### config.mk
export PLATFORM = sky130hd
export DESIGN_NAME = rv_muldiv_seq_flat
export DESIGN_NICKNAME = d
export VERILOG_FILES = /design/src/rtl/rv_muldiv_pkg.sv /design/src/rtl/rv_muldiv_seq_if.sv /design/src/rtl/muldiv_step.sv /design/src/rtl/rv_muldiv_seq.sv /design/src/flat_wrapper.sv
export SDC_FILE = /design/constraint.sdc
export NUM_CORES = 1
export LEC_CHECK = 0
export CAP_MARGIN = 5
export CORE_ASPECT_RATIO = 0.6
export CORE_UTILIZATION = 57
export DETAILED_ROUTE_END_ITERATION = 6
export GPL_ROUTABILITY_DRIVEN = 0
export PLACE_DENSITY = 0.74
export RECOVER_POWER = 100
export SLEW_MARGIN = 30
export SYNTH_ARGS = -nofsm -noshare
export SYNTH_HDL_FRONTEND = slang
export SYNTH_HIERARCHICAL = 1
export SYNTH_SLANG_ARGS = --single-unit
### constraint.sdc
create_clock -name clk -period 6.2 [get_ports clk]
set_clock_uncertainty 0.1 [all_clocks]
set_input_delay 1.55 -clock clk [delete_from_list [all_inputs] [get_ports clk]]
set_output_delay 1.55 -clock clk [all_outputs]
set_load 0.1 [all_outputs]
### src/rtl/rv_muldiv_pkg.sv
// ---------------------------------------------------------------------------
// rv_muldiv_pkg
// Shared definitions for the iterative RV32M multiply/divide sequencer:
//   - funct3 encodings of the eight M-extension operations
//   - sequencer state encoding
//   - helpers telling which operands an operation treats as signed
// ---------------------------------------------------------------------------
package rv_muldiv_pkg;

    localparam logic [2:0] F3_MUL    = 3'b000;
    localparam logic [2:0] F3_MULH   = 3'b001;
    localparam logic [2:0] F3_MULHSU = 3'b010;
    localparam logic [2:0] F3_MULHU  = 3'b011;
    localparam logic [2:0] F3_DIV    = 3'b100;
    localparam logic [2:0] F3_DIVU   = 3'b101;
    localparam logic [2:0] F3_REM    = 3'b110;
    localparam logic [2:0] F3_REMU   = 3'b111;

    typedef enum logic [1:0] {
        S_IDLE = 2'd0,
        S_CALC = 2'd1,
        S_FIX  = 2'd2,
        S_DONE = 2'd3
    } state_t;

    // rs1 is signed for MUL, MULH, MULHSU, DIV and REM.
    function automatic logic is_signed_a(input logic [2:0] f3);
        return (f3 == F3_MUL) || (f3 == F3_MULH) || (f3 == F3_MULHSU) ||
               (f3 == F3_DIV) || (f3 == F3_REM);
    endfunction

    // rs2 is signed for MUL, MULH, DIV and REM (MULHSU keeps it unsigned).
    function automatic logic is_signed_b(input logic [2:0] f3);
        return (f3 == F3_MUL) || (f3 == F3_MULH) ||
               (f3 == F3_DIV) || (f3 == F3_REM);
    endfunction

endpackage

### src/rtl/rv_muldiv_seq_if.sv
// ---------------------------------------------------------------------------
// rv_muldiv_seq_if
// Request/response bundle between the core (master) and the multiply/divide
// sequencer (slave).
//   flush       core -> seq   abandon any op in flight
//   req_valid   core -> seq   request present
//   req_ready   seq  -> core  sequencer idle, request can be taken
//   funct3      core -> seq   M-extension operation select
//   op_a, op_b  core -> seq   rs1 / rs2 values
//   resp_valid  seq  -> core  result valid, held until resp_ready
//   resp_ready  core -> seq   result consumed
//   result      seq  -> core  rd value
//   busy        seq  -> core  operation in progress
// ---------------------------------------------------------------------------
interface rv_muldiv_seq_if #(
    parameter int XLEN = 32
);
    logic            flush;
    logic            req_valid;
    logic            req_ready;
    logic [2:0]      funct3;
    logic [XLEN-1:0] op_a;
    logic [XLEN-1:0] op_b;
    logic            resp_valid;
    logic            resp_ready;
    logic [XLEN-1:0] result;
    logic            busy;

    modport master (
        output flush, req_valid, funct3, op_a, op_b, resp_ready,
        input  req_ready, resp_valid, result, busy
    );

    modport slave (
        input  flush, req_valid, funct3, op_a, op_b, resp_ready,
        output req_ready, resp_valid, result, busy
    );
endinterface

### src/rtl/muldiv_step.sv
// ---------------------------------------------------------------------------
// muldiv_step
// One combinational iteration of the sequencer datapath.
//   is_div     in   1       0: shift-add multiply step, 1: restoring divide step
//   work       in   2*XLEN  multiply: {partial high, partial low/multiplier}
//                           divide:   {partial remainder, dividend/quotient}
//   opnd       in   XLEN    multiplicand (multiply) or divisor (divide)
//   work_next  out  2*XLEN  work register after this iteration
// ---------------------------------------------------------------------------
module muldiv_step #(
    parameter int XLEN = 32
) (
    input  logic              is_div,
    input  logic [2*XLEN-1:0] work,
    input  logic [XLEN-1:0]   opnd,
    output logic [2*XLEN-1:0] work_next
);
    logic [XLEN:0] sum;
    logic [XLEN:0] trial;
    logic [XLEN:0] diff;

    always_comb begin
        // NOTE: every combinational output gets a value before any branch,
        // so no path can leave it unassigned and infer a latch.
        work_next = work;

        // Multiply: conditional add into the high half, keeping the carry,
        // then shift the whole register right by one.
        sum = {1'b0, work[2*XLEN-1:XLEN]} + (work[0] ? {1'b0, opnd} : '0);

        // Divide: shift the next dividend bit into the remainder and try a
        // subtract; a borrow out of bit XLEN means the divisor did not fit.
        trial = {work[2*XLEN-1:XLEN], work[XLEN-1]};
        diff  = trial - {1'b0, opnd};

        if (is_div) begin
            if (diff[XLEN]) begin
                work_next = {trial[XLEN-1:0], work[XLEN-2:0], 1'b0};
            end else begin
                work_next = {diff[XLEN-1:0], work[XLEN-2:0], 1'b1};
            end
        end else begin
            work_next = {sum, work[XLEN-1:1]};
        end
    end
endmodule

### src/rtl/rv_muldiv_seq.sv
// ---------------------------------------------------------------------------
// rv_muldiv_seq
// Iterative RV32M multiply/divide sequencer. One op is accepted in IDLE, run
// as XLEN radix-2 iterations on operand magnitudes (CALC), sign corrected and
// registered (FIX), then held in DONE until the consumer takes it.
//   clk, rst   clock, asynchronous active-high reset
//   bus        rv_muldiv_seq_if.slave request/response bundle
// Optional build macro MULDIV_EARLY_OUT_EN: multiplies leave CALC as soon as
// the remaining multiplier bits are zero, with the product pre-aligned by the
// skipped shift count so results are unchanged.
// ---------------------------------------------------------------------------
module rv_muldiv_seq
    import rv_muldiv_pkg::*;
#(
    parameter int XLEN  = 32,
    parameter int CNT_W = 6
) (
    input  logic           clk,
    input  logic           rst,
    rv_muldiv_seq_if.slave bus
);
    state_t              state;
    state_t              state_next;
    logic [CNT_W-1:0]    cnt;
    logic [2:0]          f3_q;
    logic                res_neg;
    logic [2*XLEN-1:0]   work;
    logic [2*XLEN-1:0]   work_step;
    logic [XLEN-1:0]     opnd;
    logic [XLEN-1:0]     result_q;

    logic                accept;
    logic                sa;
    logic                sb;
    logic                div0;
    logic [XLEN-1:0]     mag_a;
    logic [XLEN-1:0]     mag_b;
    logic                last_iter;
    logic                early_out;
    logic [2*XLEN-1:0]   prod_fix;
    logic [XLEN-1:0]     quo_or_rem;
    logic [XLEN-1:0]     div_fix;
    logic [XLEN-1:0]     result_fix;

    // flush wins over a same-cycle request.
    assign accept = bus.req_valid && (state == S_IDLE) && !bus.flush;

    assign sa    = is_signed_a(bus.funct3) && bus.op_a[XLEN-1];
    assign sb    = is_signed_b(bus.funct3) && bus.op_b[XLEN-1];
    assign mag_a = sa ? -bus.op_a : bus.op_a;
    assign mag_b = sb ? -bus.op_b : bus.op_b;
    assign div0  = bus.funct3[2] && (bus.op_b == '0);

    assign last_iter = (cnt == CNT_W'(XLEN - 1));

`ifdef MULDIV_EARLY_OUT_EN
    // After cnt steps only the low XLEN-cnt bits still hold multiplier bits.
    logic [XLEN-1:0] live_mask;
    assign live_mask = {XLEN{1'b1}} >> cnt;
    assign early_out = !f3_q[2] && ((work[XLEN-1:0] & live_mask) == '0);
`else
    assign early_out = 1'b0;
`endif

    muldiv_step #(.XLEN(XLEN)) u_step (
        .is_div    (f3_q[2]),
        .work      (work),
        .opnd      (opnd),
        .work_next (work_step)
    );

    // Sign correction: product negated as a whole 2*XLEN value; divide
    // negates whichever half (quotient or remainder) the op returns.
    assign prod_fix   = res_neg ? -work : work;
    assign quo_or_rem = f3_q[1] ? work[2*XLEN-1:XLEN] : work[XLEN-1:0];
    assign div_fix    = res_neg ? -quo_or_rem : quo_or_rem;
    assign result_fix = f3_q[2]             ? div_fix :
                        (f3_q == F3_MUL)    ? prod_fix[XLEN-1:0] :
                                              prod_fix[2*XLEN-1:XLEN];

    always_ff @(posedge clk or posedge rst) begin
        if (rst) begin
            state <= S_IDLE;
        end else begin
            // NOTE: sequential state uses non-blocking assignments so every
            // register samples pre-edge values regardless of block order.
            state <= state_next;
        end
    end

    always_comb begin
        state_next = state;
        unique case (state)
            S_IDLE: if (accept) state_next = div0 ? S_FIX : S_CALC;
            S_CALC: if (early_out || last_iter) state_next = S_FIX;
            S_FIX:  state_next = S_DONE;
            S_DONE: if (bus.resp_ready) state_next = S_IDLE;
            default: state_next = S_IDLE;
        endcase
        if (bus.flush) state_next = S_IDLE;
    end

    // NOTE: the datapath registers are reset too, so a reset mid-op leaves
    // no partial product or quotient that could ever reach result.
    always_ff @(posedge clk or posedge rst) begin
        if (rst) begin
            cnt      <= '0;
            f3_q     <= '0;
            res_neg  <= 1'b0;
            work     <= '0;
            opnd     <= '0;
            result_q <= '0;
        end else begin
            unique case (state)
                S_IDLE: begin
                    if (accept) begin
                        cnt  <= '0;
                        f3_q <= bus.funct3;
                        opnd <= bus.funct3[2] ? mag_b : mag_a;
                        if (!bus.funct3[2]) begin
                            work    <= {{XLEN{1'b0}}, mag_b};
                            res_neg <= sa ^ sb;
                        end else if (div0) begin
                            // Quotient all ones; remainder |a| re-signed to a.
                            work    <= {mag_a, {XLEN{1'b1}}};
                            res_neg <= bus.funct3[1] ? sa : 1'b0;
                        end else begin
                            work    <= {{XLEN{1'b0}}, mag_a};
                            res_neg <= bus.funct3[1] ? sa : (sa ^ sb);
                        end
                    end
                end
                S_CALC: begin
                    if (!bus.flush) begin
                        cnt  <= cnt + CNT_W'(1);
                        // Early exit: the remaining steps would only shift.
                        work <= early_out ? (work >> (XLEN - int'(cnt))) : work_step;
                    end
                end
                S_FIX: begin
                    if (!bus.flush) result_q <= result_fix;
                end
                default: ;
            endcase
        end
    end

    assign bus.req_ready  = (state == S_IDLE);
    assign bus.resp_valid = (state == S_DONE);
    assign bus.busy       = (state == S_CALC) || (state == S_FIX);
    assign bus.result     = result_q;

endmodule

### src/flat_wrapper.sv
// flat-port wrapper written by rule: the top's interface ports become plain ports
module rv_muldiv_seq_flat import rv_muldiv_pkg::*;
#(
    parameter int XLEN  = 32,
    parameter int CNT_W = 6
)
  (clk, rst, bus_flush, bus_req_valid, bus_funct3, bus_op_a, bus_op_b, bus_resp_ready, bus_req_ready, bus_resp_valid, bus_result, bus_busy);
  rv_muldiv_seq_if #(.XLEN(XLEN)) bus_i ();
  input  logic clk;
  input  logic rst;
  input wire logic [$bits(bus_i.flush)-1:0] bus_flush;
  input wire logic [$bits(bus_i.req_valid)-1:0] bus_req_valid;
  input wire logic [$bits(bus_i.funct3)-1:0] bus_funct3;
  input wire logic [$bits(bus_i.op_a)-1:0] bus_op_a;
  input wire logic [$bits(bus_i.op_b)-1:0] bus_op_b;
  input wire logic [$bits(bus_i.resp_ready)-1:0] bus_resp_ready;
  output wire logic [$bits(bus_i.req_ready)-1:0] bus_req_ready;
  output wire logic [$bits(bus_i.resp_valid)-1:0] bus_resp_valid;
  output wire logic [$bits(bus_i.result)-1:0] bus_result;
  output wire logic [$bits(bus_i.busy)-1:0] bus_busy;
  assign bus_i.flush = bus_flush;
  assign bus_i.req_valid = bus_req_valid;
  assign bus_i.funct3 = bus_funct3;
  assign bus_i.op_a = bus_op_a;
  assign bus_i.op_b = bus_op_b;
  assign bus_i.resp_ready = bus_resp_ready;
  assign bus_req_ready = bus_i.req_ready;
  assign bus_resp_valid = bus_i.resp_valid;
  assign bus_result = bus_i.result;
  assign bus_busy = bus_i.busy;
  rv_muldiv_seq #(.XLEN(XLEN), .CNT_W(CNT_W)) u_core (.clk(clk), .rst(rst), .bus(bus_i));
endmodule
==> flow_summary.json <==
{
  "endpoint_kind": "flop",
  "synth_seq_area_share_pct": 21.9,
  "final_cell_mix": "nor2_1 (220), nand2_1 (172), a21oi_1 (166)",
  "ys_types": 95,
  "area_growth_pct": 10.4,
  "htreeDepth": 4,
  "drt_iter0_drc": 2991,
  "cts_setup_buffers": 0,
  "cp.required_ns": 6.48,
  "min_period_ns": 5.45,
  "critPathMaxFanout": 21,
  "synthArstFlopShare_pct": 100,
  "die_x_microns": 218,
  "clkPwrFrac_pct": 9.2,
  "postCtsHoldBufs": 0,
  "worst_setup_path_start_kind": "input port",
  "drtPass1Iterations": 7,
  "postRouteAntennaNets": 0,
  "syn_nets": 2258,
  "grt_start_max_net_pins": 107,
  "ir_drop_uv": 488,
  "drive_gt1_share_pct": 6.90,
  "clk_latency_ns": 0.45,
  "fin_crit_sh_pct": 88.0,
  "clk_path_buf_depth": 2,
  "p_switching_uw": 6530,
  "start_util_pct": 58.0,
  "finalSetupViolCount": 0,
  "ios": 107,
  "fmax_mhz": 183,
  "postSynthAreaPerCell_sq_um": 7.58,
  "grt_pass1_wl_microns": 89200,
  "switching_share_pct": 56.3,
  "drc": 0,
  "yosysWarnings": 6,
  "hpwl_microns": 43200,
  "setup_tns_ns": 0,
  "track_usage_pct": 39.7,
  "synth_flop_cell": "dfrtp_1",
  "crit_arrival_ns": 5.73,
  "netlist_area_sq_mm": 0.0160,
  "synth-seq-cells": 140,
  "rsz0062_at_grt": "no",
  "relSlewSlack_pct": -62.1,
  "nets": 2253,
  "status": "finished with violations",
  "seq_power_share_pct": 19.6,
  "final_common_cell": "nor2_1",
  "core_area_sq_mm": 0.0276,
  "powerDensity_mw_per_mm2": 656,
  "wire_per_inst_microns": 23.4,
  "cts_num_sinks": 140,
  "synth-edff-count": 0,
  "cts_buffers": 17,
  "die_area_sq_mm": 0.0288,
  "die_y_microns": 132,
  "internal_power_uw": 5060,
  "leakagePower_uw": 0.00721,
  "hp-class": "reg -> reg",
  "final_cells": 2483,
  "wl_microns": 58100,
  "via_per_inst": 7.04,
  "rows": 47,
  "grt-ovfl-total": 0,
  "dp.cells": 2452,
  "criticalPathCategory": "in -> reg",
  "violations": "max-capacitance violations, max-slew violations",
  "synthCells": 2110,
  "cts_resized": 0,
  "maxSlewViolCount": 217,
  "clk_pin_slew_ns": 0.06,
  "combPwrFrac_pct": 71.2,
  "maxCapViolCount": 4,
  "tightest_slew_ns": 2.43,
  "cts_tree": "done",
  "hold_viol": 0,
  "grt_pass1_vias": 15600,
  "port_buffers": 106,
  "grt_antenna_before_repair": 0,
  "root_buffer": "clkbuf_16",
  "dr_total_vias": 17500
}
## per-stage QoR
step / worst slack [ns] / utilization (%) / total power [uW] / area (sq um) / hold WS (ns)
floorplan: 0.797 / - / 8390 / 16000 / 0.364
global placement: 1.27 / 61.9 / 10100 / 17100 / 0.377
detailed placement: 1.18 / 62.0 / 10300 / 17100 / 0.380
CTS: 1.63 / 64.1 / 11400 / 17700 / 0.397
global route: 0.663 / 64.0 / 12300 / 17700 / 0.413
finish: 0.746 / 64.0 / 11600 / 17700 / 0.386
## critical path: stages
cell	delay, ns
dlygate4sd3_1	0.61
nor4_1	0.69
nand4_1	0.59
or4_1	0.79
nand2b_1	0.22
nor2_1	0.10
clkbuf_1	0.81
a221oi_1	0.21
nor2_1	0.15
## registers in the layout, indices dropped and copies added (netlist names)
| signal | flops |
|---|---|
| u_core/work | 64 |
| u_core/bus.result | 32 |
| u_core/opnd | 32 |
| u_core/cnt | 6 |
| u_core/f3_q | 3 |
| u_core/state | 2 |
| u_core/res_neg | 1 |
## synth_stat cells, types with 10 or more instances
cell type,n,share of area (%)
nor3_1,61,1.9
buf_1,14,0.33
a31oi_1,16,0.63
nand2_1,172,4.0
xnor2_1,87,4.8
mux2i_1,45,2.8
o21ai_1,11,0.34
nand2b_1,21,0.82
nand4_1,18,0.70
a21o_1,38,1.8
mux2_2,38,2.7
and3_1,18,0.70
a221o_1,14,0.88
ha_1,74,5.8
or4_1,21,0.99
or3_1,22,0.86
a21oi_1,167,5.2
o21ai_0,154,4.8
a211oi_1,13,0.61
inv_1,60,1.4
dfrtp_1,140,22
a21oi_2,10,0.55
o21a_1,13,0.61
o31ai_1,38,1.8
and2_1,35,1.4
nand3_1,47,1.5
buf_2,15,0.47
o41ai_1,15,0.82
o221ai_1,21,1.1
nor2_1,220,5.2
o211ai_1,18,0.84
xor2_1,101,5.5
nor4_1,26,1.0
clkbuf_1,125,2.9
o22ai_1,29,1.1
a221oi_1,24,1.3
## power by group through the flow
stage | Combinational (uW) | Sequential, uW | Clock (uW)
finish | 8250 | 2270 | 1070
global route | 8880 | 2300 | 1100
floorplan | 6000 | 2390 | 0
global placement | 7870 | 2220 | 0
detailed placement | 8020 | 2240 | 0
CTS | 8070 | 2220 | 1070
## path summary, 6_finish.rpt
| kind | start | to | slack [ns] | cells past startpoint |
|---|---|---|---|---|
| setup / recovery | bus_op_b[2] | u_core/work[61]$_DFFE_PP0P_ | 0.75 | 9 |
| hold / removal | u_core/bus.result[29]$_DFFE_PP0P_ | u_core/bus.result[29]$_DFFE_PP0P_ | 0.39 | 2 |
| setup reg to reg | u_core/f3_q[1]$_DFFE_PP0P_ | u_core/bus.result[28]$_DFFE_PP0P_ | 1.01 | 9 |
| hold reg to reg | u_core/bus.result[29]$_DFFE_PP0P_ | u_core/bus.result[29]$_DFFE_PP0P_ | 0.39 | 2 |
| max in group asynchronous | rst | u_core/f3_q[2]$_DFFE_PP0P_ | 2.36 | 2 |
| min in group asynchronous | rst | u_core/state[0]$_DFFE_PP0P_ | 2.17 | 2 |
## cell families after synthesis
kind of cell	synth area share, %
xor gates and xnor gates	10.3
buffers and inverters	5.79
AOI/OAI and AO/OA	28.7
adders and majority gates	6.04
DFF	21.9
and+or+nand+nor	21.6
muxes	5.63
## per-layer routing
layer	routed length (microns)	GRT usage, %
met1	24600	58.1
met4	1880	12.0
met5	45	1.17
met2	23100	54.0
met3	8470	13.8
## layout make-up
| type | instances | area [sq um] |
|---|---|---|
| clock buffer | 22 | 464 |
| sequential | 140 | 3510 |
| antenna | 1 | 2.50 |
| multi-input combinational | 1746 | 11600 |
| inverter | 61 | 233 |
| clock inverter | 7 | 116 |
| fill | 2422 | 9920 |
| tap | 367 | 459 |
| timing repair buffer | 139 | 1290 |
(Power assumes the default switching activity.)
